===== src/rtl/exe_if.sv =====
// ID/EX inputs and EX-stage results for the execute stage.
// master drives the ID/EX side; slave is the execute stage.
interface exe_if;
    logic [3:0]  EXE_CMD;
    logic        Mem_R_EN;
    logic        Mem_W_EN;
    logic        S;
    logic        B;
    logic        imm;
    logic [31:0] pc;
    logic [31:0] Val_Rn;
    logic [31:0] Val_Rm;
    logic [11:0] shift_operand;
    logic [23:0] signed_imm_24;
    logic [1:0]  sel_src1;
    logic [1:0]  sel_src2;
    logic [31:0] fwd_mem;
    logic [31:0] fwd_wb;
    logic [31:0] ALU_result;
    logic [31:0] store_data;
    logic [31:0] branch_addr;
    logic        branch_taken;
    logic [3:0]  status;

    modport master (
        output EXE_CMD, Mem_R_EN, Mem_W_EN, S, B, imm,
        output pc, Val_Rn, Val_Rm, shift_operand, signed_imm_24,
        output sel_src1, sel_src2, fwd_mem, fwd_wb,
        input  ALU_result, store_data, branch_addr,
        input  branch_taken, status
    );

    modport slave (
        input  EXE_CMD, Mem_R_EN, Mem_W_EN, S, B, imm,
        input  pc, Val_Rn, Val_Rm, shift_operand, signed_imm_24,
        input  sel_src1, sel_src2, fwd_mem, fwd_wb,
        output ALU_result, store_data, branch_addr,
        output branch_taken, status
    );
endinterface


===== src/rtl/exe_stage.sv =====
// Execute stage: operand forwarding, Val2 generation, ALU,
// registered {N,Z,C,V} status and branch target adder.
module exe_stage (
    input  logic clk,
    input  logic rst,
    exe_if.slave bus
);
    localparam logic [3:0] OP_MOV = 4'b0001;
    localparam logic [3:0] OP_MVN = 4'b1001;
    localparam logic [3:0] OP_ADD = 4'b0010;
    localparam logic [3:0] OP_ADC = 4'b0011;
    localparam logic [3:0] OP_SUB = 4'b0100;
    localparam logic [3:0] OP_SBC = 4'b0101;
    localparam logic [3:0] OP_AND = 4'b0110;
    localparam logic [3:0] OP_ORR = 4'b0111;
    localparam logic [3:0] OP_EOR = 4'b1000;

    function automatic logic [31:0] ror32(
        input logic [31:0] x,
        input logic [4:0]  n
    );
        // shifting by 32 yields 0, so n=0 returns x unchanged
        return (x >> n) | (x << (6'd32 - {1'b0, n}));
    endfunction

    logic [31:0] op1;
    logic [31:0] rm;
    logic [31:0] val2;
    logic [31:0] shifted;
    logic [31:0] res;
    logic [32:0] sum;
    logic [3:0]  alu_op;
    logic [3:0]  flags;
    logic [3:0]  status_d;
    logic [3:0]  status_q;
    logic        mem_en;
    logic        c_in;
    logic        c_out;
    logic        v_out;
    logic        upd;
    logic [4:0]  sh_amt;

    assign mem_en = bus.Mem_R_EN | bus.Mem_W_EN;
    assign c_in   = status_q[1];
    assign sh_amt = bus.shift_operand[11:7];

    always_comb begin
        op1 = bus.Val_Rn;
        unique case (bus.sel_src1)
            2'b01:   op1 = bus.fwd_mem;
            2'b10:   op1 = bus.fwd_wb;
            default: op1 = bus.Val_Rn;
        endcase
    end

    always_comb begin
        rm = bus.Val_Rm;
        unique case (bus.sel_src2)
            2'b01:   rm = bus.fwd_mem;
            2'b10:   rm = bus.fwd_wb;
            default: rm = bus.Val_Rm;
        endcase
    end

    always_comb begin
        shifted = rm;
        unique case (bus.shift_operand[6:5])
            2'b00:   shifted = rm << sh_amt;
            2'b01:   shifted = rm >> sh_amt;
            2'b10:   shifted = 32'($signed(rm) >>> sh_amt);
            default: shifted = ror32(rm, sh_amt);
        endcase
    end

    always_comb begin
        val2 = shifted;
        if (bus.imm)
            val2 = ror32({24'd0, bus.shift_operand[7:0]},
                         {bus.shift_operand[11:8], 1'b0});
        else if (mem_en)
            val2 = {20'd0, bus.shift_operand};
    end

    // address generation for loads/stores always adds
    assign alu_op = mem_en ? OP_ADD : bus.EXE_CMD;

    always_comb begin
        sum   = '0;
        res   = '0;
        c_out = status_q[1];
        v_out = status_q[0];
        upd   = 1'b1;
        unique case (alu_op)
            OP_MOV: res = val2;
            OP_MVN: res = ~val2;
            OP_AND: res = op1 & val2;
            OP_ORR: res = op1 | val2;
            OP_EOR: res = op1 ^ val2;
            OP_ADD, OP_ADC: begin
                sum = {1'b0, op1} + {1'b0, val2}
                    + {32'd0, (alu_op == OP_ADC) & c_in};
                res   = sum[31:0];
                c_out = sum[32];
                v_out = (op1[31] == val2[31]) &&
                        (res[31] != op1[31]);
            end
            OP_SUB, OP_SBC: begin
                // carry out of op1 + ~val2 + cin is NOT borrow
                sum = {1'b0, op1} + {1'b0, ~val2}
                    + {32'd0, (alu_op == OP_SUB) | c_in};
                res   = sum[31:0];
                c_out = sum[32];
                v_out = (op1[31] != val2[31]) &&
                        (res[31] != op1[31]);
            end
            default: begin
                res = '0;
                upd = 1'b0;
            end
        endcase
    end

    always_comb begin
        flags = status_q;
        if (upd)
            flags = {res[31], res == 32'd0, c_out, v_out};
    end

    always_comb begin
        status_d = status_q;
        if (bus.S)
            status_d = flags;
    end

    always_ff @(posedge clk or posedge rst) begin
        if (rst)
            status_q <= 4'b0000;
        else
            status_q <= status_d;
    end

    assign bus.ALU_result   = res;
    assign bus.store_data   = rm;
    assign bus.branch_taken = bus.B;
    assign bus.status       = status_q;
    assign bus.branch_addr  = bus.pc +
        {{6{bus.signed_imm_24[23]}}, bus.signed_imm_24, 2'b00};
endmodule


===== src/flat_wrapper.sv =====
// flat-port wrapper written by rule: the top's interface ports become plain ports
module exe_stage_flat 
  (clk, rst, bus_EXE_CMD, bus_Mem_R_EN, bus_Mem_W_EN, bus_S, bus_B, bus_imm, bus_pc, bus_Val_Rn, bus_Val_Rm, bus_shift_operand, bus_signed_imm_24, bus_sel_src1, bus_sel_src2, bus_fwd_mem, bus_fwd_wb, bus_ALU_result, bus_store_data, bus_branch_addr, bus_branch_taken, bus_status);
  exe_if bus_i ();
  input  logic clk;
  input  logic rst;
  input wire logic [$bits(bus_i.EXE_CMD)-1:0] bus_EXE_CMD;
  input wire logic [$bits(bus_i.Mem_R_EN)-1:0] bus_Mem_R_EN;
  input wire logic [$bits(bus_i.Mem_W_EN)-1:0] bus_Mem_W_EN;
  input wire logic [$bits(bus_i.S)-1:0] bus_S;
  input wire logic [$bits(bus_i.B)-1:0] bus_B;
  input wire logic [$bits(bus_i.imm)-1:0] bus_imm;
  input wire logic [$bits(bus_i.pc)-1:0] bus_pc;
  input wire logic [$bits(bus_i.Val_Rn)-1:0] bus_Val_Rn;
  input wire logic [$bits(bus_i.Val_Rm)-1:0] bus_Val_Rm;
  input wire logic [$bits(bus_i.shift_operand)-1:0] bus_shift_operand;
  input wire logic [$bits(bus_i.signed_imm_24)-1:0] bus_signed_imm_24;
  input wire logic [$bits(bus_i.sel_src1)-1:0] bus_sel_src1;
  input wire logic [$bits(bus_i.sel_src2)-1:0] bus_sel_src2;
  input wire logic [$bits(bus_i.fwd_mem)-1:0] bus_fwd_mem;
  input wire logic [$bits(bus_i.fwd_wb)-1:0] bus_fwd_wb;
  output wire logic [$bits(bus_i.ALU_result)-1:0] bus_ALU_result;
  output wire logic [$bits(bus_i.store_data)-1:0] bus_store_data;
  output wire logic [$bits(bus_i.branch_addr)-1:0] bus_branch_addr;
  output wire logic [$bits(bus_i.branch_taken)-1:0] bus_branch_taken;
  output wire logic [$bits(bus_i.status)-1:0] bus_status;
  assign bus_i.EXE_CMD = bus_EXE_CMD;
  assign bus_i.Mem_R_EN = bus_Mem_R_EN;
  assign bus_i.Mem_W_EN = bus_Mem_W_EN;
  assign bus_i.S = bus_S;
  assign bus_i.B = bus_B;
  assign bus_i.imm = bus_imm;
  assign bus_i.pc = bus_pc;
  assign bus_i.Val_Rn = bus_Val_Rn;
  assign bus_i.Val_Rm = bus_Val_Rm;
  assign bus_i.shift_operand = bus_shift_operand;
  assign bus_i.signed_imm_24 = bus_signed_imm_24;
  assign bus_i.sel_src1 = bus_sel_src1;
  assign bus_i.sel_src2 = bus_sel_src2;
  assign bus_i.fwd_mem = bus_fwd_mem;
  assign bus_i.fwd_wb = bus_fwd_wb;
  assign bus_ALU_result = bus_i.ALU_result;
  assign bus_store_data = bus_i.store_data;
  assign bus_branch_addr = bus_i.branch_addr;
  assign bus_branch_taken = bus_i.branch_taken;
  assign bus_status = bus_i.status;
  exe_stage u_core (.clk(clk), .rst(rst), .bus(bus_i));
endmodule

===== config.mk =====
export PLATFORM = sky130hd
export DESIGN_NAME = exe_stage_flat
export DESIGN_NICKNAME = d
export VERILOG_FILES = /design/src/rtl/exe_if.sv /design/src/rtl/exe_stage.sv /design/src/flat_wrapper.sv
export SDC_FILE = /design/constraint.sdc
export NUM_CORES = 1
export LEC_CHECK = 0
export CAP_MARGIN = 20
export CELL_PAD_IN_SITES_DETAIL_PLACEMENT = 1
export CELL_PAD_IN_SITES_GLOBAL_PLACEMENT = 1
export CORE_MARGIN = 4
export CORE_UTILIZATION = 44
export DETAILED_ROUTE_END_ITERATION = 8
export GPL_TIMING_DRIVEN = 0
export PLACE_DENSITY = 0.95
export REMOVE_ABC_BUFFERS = 1
export SLEW_MARGIN = 20
export SYNTH_ARGS = -nofsm -noshare
export SYNTH_HDL_FRONTEND = slang
export SYNTH_SLANG_ARGS = --single-unit

===== constraint.sdc =====
create_clock -name clk -period 18.13 [get_ports clk]
set_input_delay 2.7195 -clock clk [delete_from_list [all_inputs] [get_ports clk]]
set_output_delay 2.7195 -clock clk [all_outputs]
set_load 0.02 [all_outputs]

==> metrics.md <==
| Metric | Value |
|---|---|
| Fin. max-slew vios | 0 |
| RSZ-0062 raised after global routing | no |
| Max Cap Viol | 0 |
| Initial antenna violation count | 5 |
| GRT Total Usage | 49.39% |
| Post-synth top area cell | mux4_2 |
| Post-synth top area share | 16.68% |
| CTS tree | built |
| Worst VDD drop | 60.73 µV |
| Top FF cell, synth | dfrtp_1 |
| DRT met1 WL | 42230 µm |
| Met2 wire len | 48120 µm |
| I/O pins | 312 |
| Cells after Synth | 2557 |
| Layout Skew | 0.01238 ns |
| Pre-CTS setup slack | 3.357 ns |
| DRC | 0 |
| Library cells used by synthesis | 100 |
| CP required | 15.41 ns |
| Rows | 74 |
| H-tree Lvls | 1 |
| Total Power | 1.199 mW |
| First-pass GRT wire length | 168900 µm |
| Final hold violations | 0 |
| Met3 Wirelength | 18120 µm |
| Worst r2r dst | u_core.bus.status[2]$_DFFE_PP0P_ |
| Post-detail-place hpwl | 93750 µm |
| # hold bufs at CTS | 0 |
| Max reg flops | 4 |
| Synth area leaders | mux4_2, ha_1, nor2_1, o21ai_0, nand2_1 |
| Type of the worst min-delay path | reg -> reg |
| Crit path launch type | primary input |
| Drt via density | 7.903 |
| Reg2reg path depth | 17 |
| Drt wl/cell | 36.67 µm |
| Sequential-to-total area share from yosys stat | 0.5410% |
| FF+latch count, synth | 4 |
| Latest clock arrival within the worst-skew pair | 0.25 ns |
| Die area | 45400 µm² |
| P_leak | 8.473 nW |
| Syn avg cell area | 7.236 µm² |
| PD cells | 54.64 nW/µm² |
| Final period util | 84.25% |
| EDFF count, synth | 0 |
| Top sig layer | met5 |
| Resized cells post-CTS | 0 |
| Synth Warn # | 0 |
| Root Buffer | clkbuf_16 |
| PortBufs | 305 |
| CP Capture Point | bus_ALU_result[17] |
| DR iter-0 viols | 4350 |
| Fmax | 65.47 MHz |
| Crit end category | output pin |
| Final Net Count | 3033 |
| Setup violations, final | 0 |
| Reg2reg start | u_core.bus.status[1]$_DFFE_PP0P_ |
| Initial Util | 44.91% |
| CP max FO | 50 |
| Critical path class | in -> out |
| Post-Syn Area | 18500 µm² |
| Arr. time, crit path | 12.56 ns |
| Placer Congestion | 1.123 |
| Post-route setup slack | 2.855 ns |
| Async set or reset register ratio after synthesis | 100.0% |
| Initial DRT Pass Iterations | 9 |
| Total Wirelength | 118000 µm |
| Die width | 213.1 µm |
| Largest net degree at the start of global routing | 89 |
| Reg clk slew, reported paths | 0.04 ns |
| Status | completed |
| Most common cell in the synthesized netlist | nor2_1 |
| Final min period | 15.28 ns |
| Vias | 25420 |
| Synthesis-to-layout area growth | 18.56% |
| Inserted Clock Buffers | 3 |
| Worst slew margin | 17.42% |
| Chip height | 213.1 µm |
| Synth cell count leaders | nor2_1, nand2_1, o21ai_0, inv_1, a21oi_1 |
| Layout cell share with drive strength beyond 1 | 10.88% |
| Clock sinks | 4 |
| Clk buf depth | 2 |
| Overflow after GRT | 0 |
| Antenna viol nets, final | 0 |
| Core area | 41200 µm² |
| Vias in the first global route | 25020 |
| R2R Setup Slk | 11.61 ns |
| Slew @ Worst Pin | 1.231 ns |
| Postcts setup bufs | 0 |
| CP startpoint | bus_shift_operand[8] |
## logic make-up after synthesis
group | share of synthesized area (%)
buf+inv | 9.433
compound gates | 36.77
mux | 21.28
flops | 0.5410
fa+ha+maj | 9.467
simple gates | 20.23
xor+xnor | 2.272
## critical path, stage by stage
cell and delay [ns]:
buf_4 0.27, buf_16 0.27, inv_4 0.44, buf_12 0.33, ha_2 0.48, buf_12 0.25
inv_1 0.79, nor3_1 0.16, a21oi_1 0.20, a2111oi_0 0.12, a211oi_1 1.04, o21ai_0 0.39
nand2b_1 0.25, nand2_1 0.17, ha_1 0.35, or2_2 0.36, a2111oi_2 0.58, o311ai_1 0.45
a311oi_1 0.65, nor2_1 0.08, o21ai_0 0.20, a21oi_1 0.10, a2111oi_0 0.78, o211ai_1 0.36
clkdlybuf4s50_1 0.64
## worst min-delay path by stage
stage | slack (ns) | endpoint | from | depth (start not counted)
after floorplan | 0.60 | u_core.bus.status[2]$_DFFE_PP0P_ | u_core.bus.status[2]$_DFFE_PP0P_ | 1
after global placement | 0.46 | u_core.bus.status[2]$_DFFE_PP0P_ | u_core.bus.status[2]$_DFFE_PP0P_ | 1
after detailed placement | 0.47 | u_core.bus.status[2]$_DFFE_PP0P_ | u_core.bus.status[2]$_DFFE_PP0P_ | 1
after CTS | 0.49 | u_core.bus.status[2]$_DFFE_PP0P_ | u_core.bus.status[2]$_DFFE_PP0P_ | 1
after global routing | 0.50 | u_core.bus.status[2]$_DFFE_PP0P_ | u_core.bus.status[2]$_DFFE_PP0P_ | 1
final | 0.50 | u_core.bus.status[2]$_DFFE_PP0P_ | u_core.bus.status[2]$_DFFE_PP0P_ | 1
## per-stage QoR
step / instances / setup TNS [ns] / instance area [µm²] / util (%) / hold slack, ns
final: 3217 / 0 / 21940 / 53.24 / 0.4959
after global routing: 3215 / 0 / 21930 / 53.23 / 0.5036
after CTS: 3215 / 0 / 21930 / 53.23 / 0.4881
after detailed placement: 3212 / 0 / 21860 / 53.05 / 0.4659
after global placement: 3180 / -81.87 / 21150 / 51.34 / 0.4624
after floorplan: 2343 / 0 / 17430 / - / 0.5951
## cell usage in the layout, fill, tap and decap left out, types with 30 or more instances in the layout
| cell | netlist | layout |
|---|---|---|
| o22ai_1 | 44 | 44 |
| clkdlybuf4s50_1 | 0 | 296 |
| ha_1 | 132 | 127 |
| a31oi_1 | 30 | 30 |
| a21oi_1 | 147 | 147 |
| or2_2 | 30 | 30 |
| a22oi_1 | 72 | 72 |
| a21o_1 | 34 | 34 |
| inv_1 | 171 | 171 |
| a22o_1 | 40 | 40 |
| nand3_1 | 55 | 54 |
| nor2_1 | 240 | 233 |
| xnor2_1 | 36 | 33 |
| o211ai_1 | 35 | 35 |
| nand2b_1 | 36 | 35 |
| nor3_1 | 73 | 71 |
| mux2i_1 | 75 | 75 |
| a211oi_1 | 45 | 44 |
| a221oi_1 | 38 | 38 |
| o21ai_0 | 176 | 176 |
| mux4_2 | 137 | 137 |
| nand2_1 | 231 | 229 |
## area by class of cell
type | count | area (µm²)
fill | 5089 | 19270
multi-input combinational | 2159 | 16810
timing repair buffer | 337 | 3592
inverter | 180 | 685.7
tap | 532 | 665.6
sequential | 4 | 100.1
clock buffer | 3 | 75.07
antenna | 2 | 5.005
## routing by layer
metal  vias up  GRT usage (%)
met2      2357          73.01
met5         -          1.940
li1      10150              -
met1     12330          61.99
met4        12          28.05
met3       573          18.03
## where the power goes
group | switching [mW] | internal (mW)
clock network | 0.0105 | 0.0286
registers | 0.00117 | 0.0104
logic | 0.727 | 0.421
Note: power is estimated with default switching activity, not from simulation.
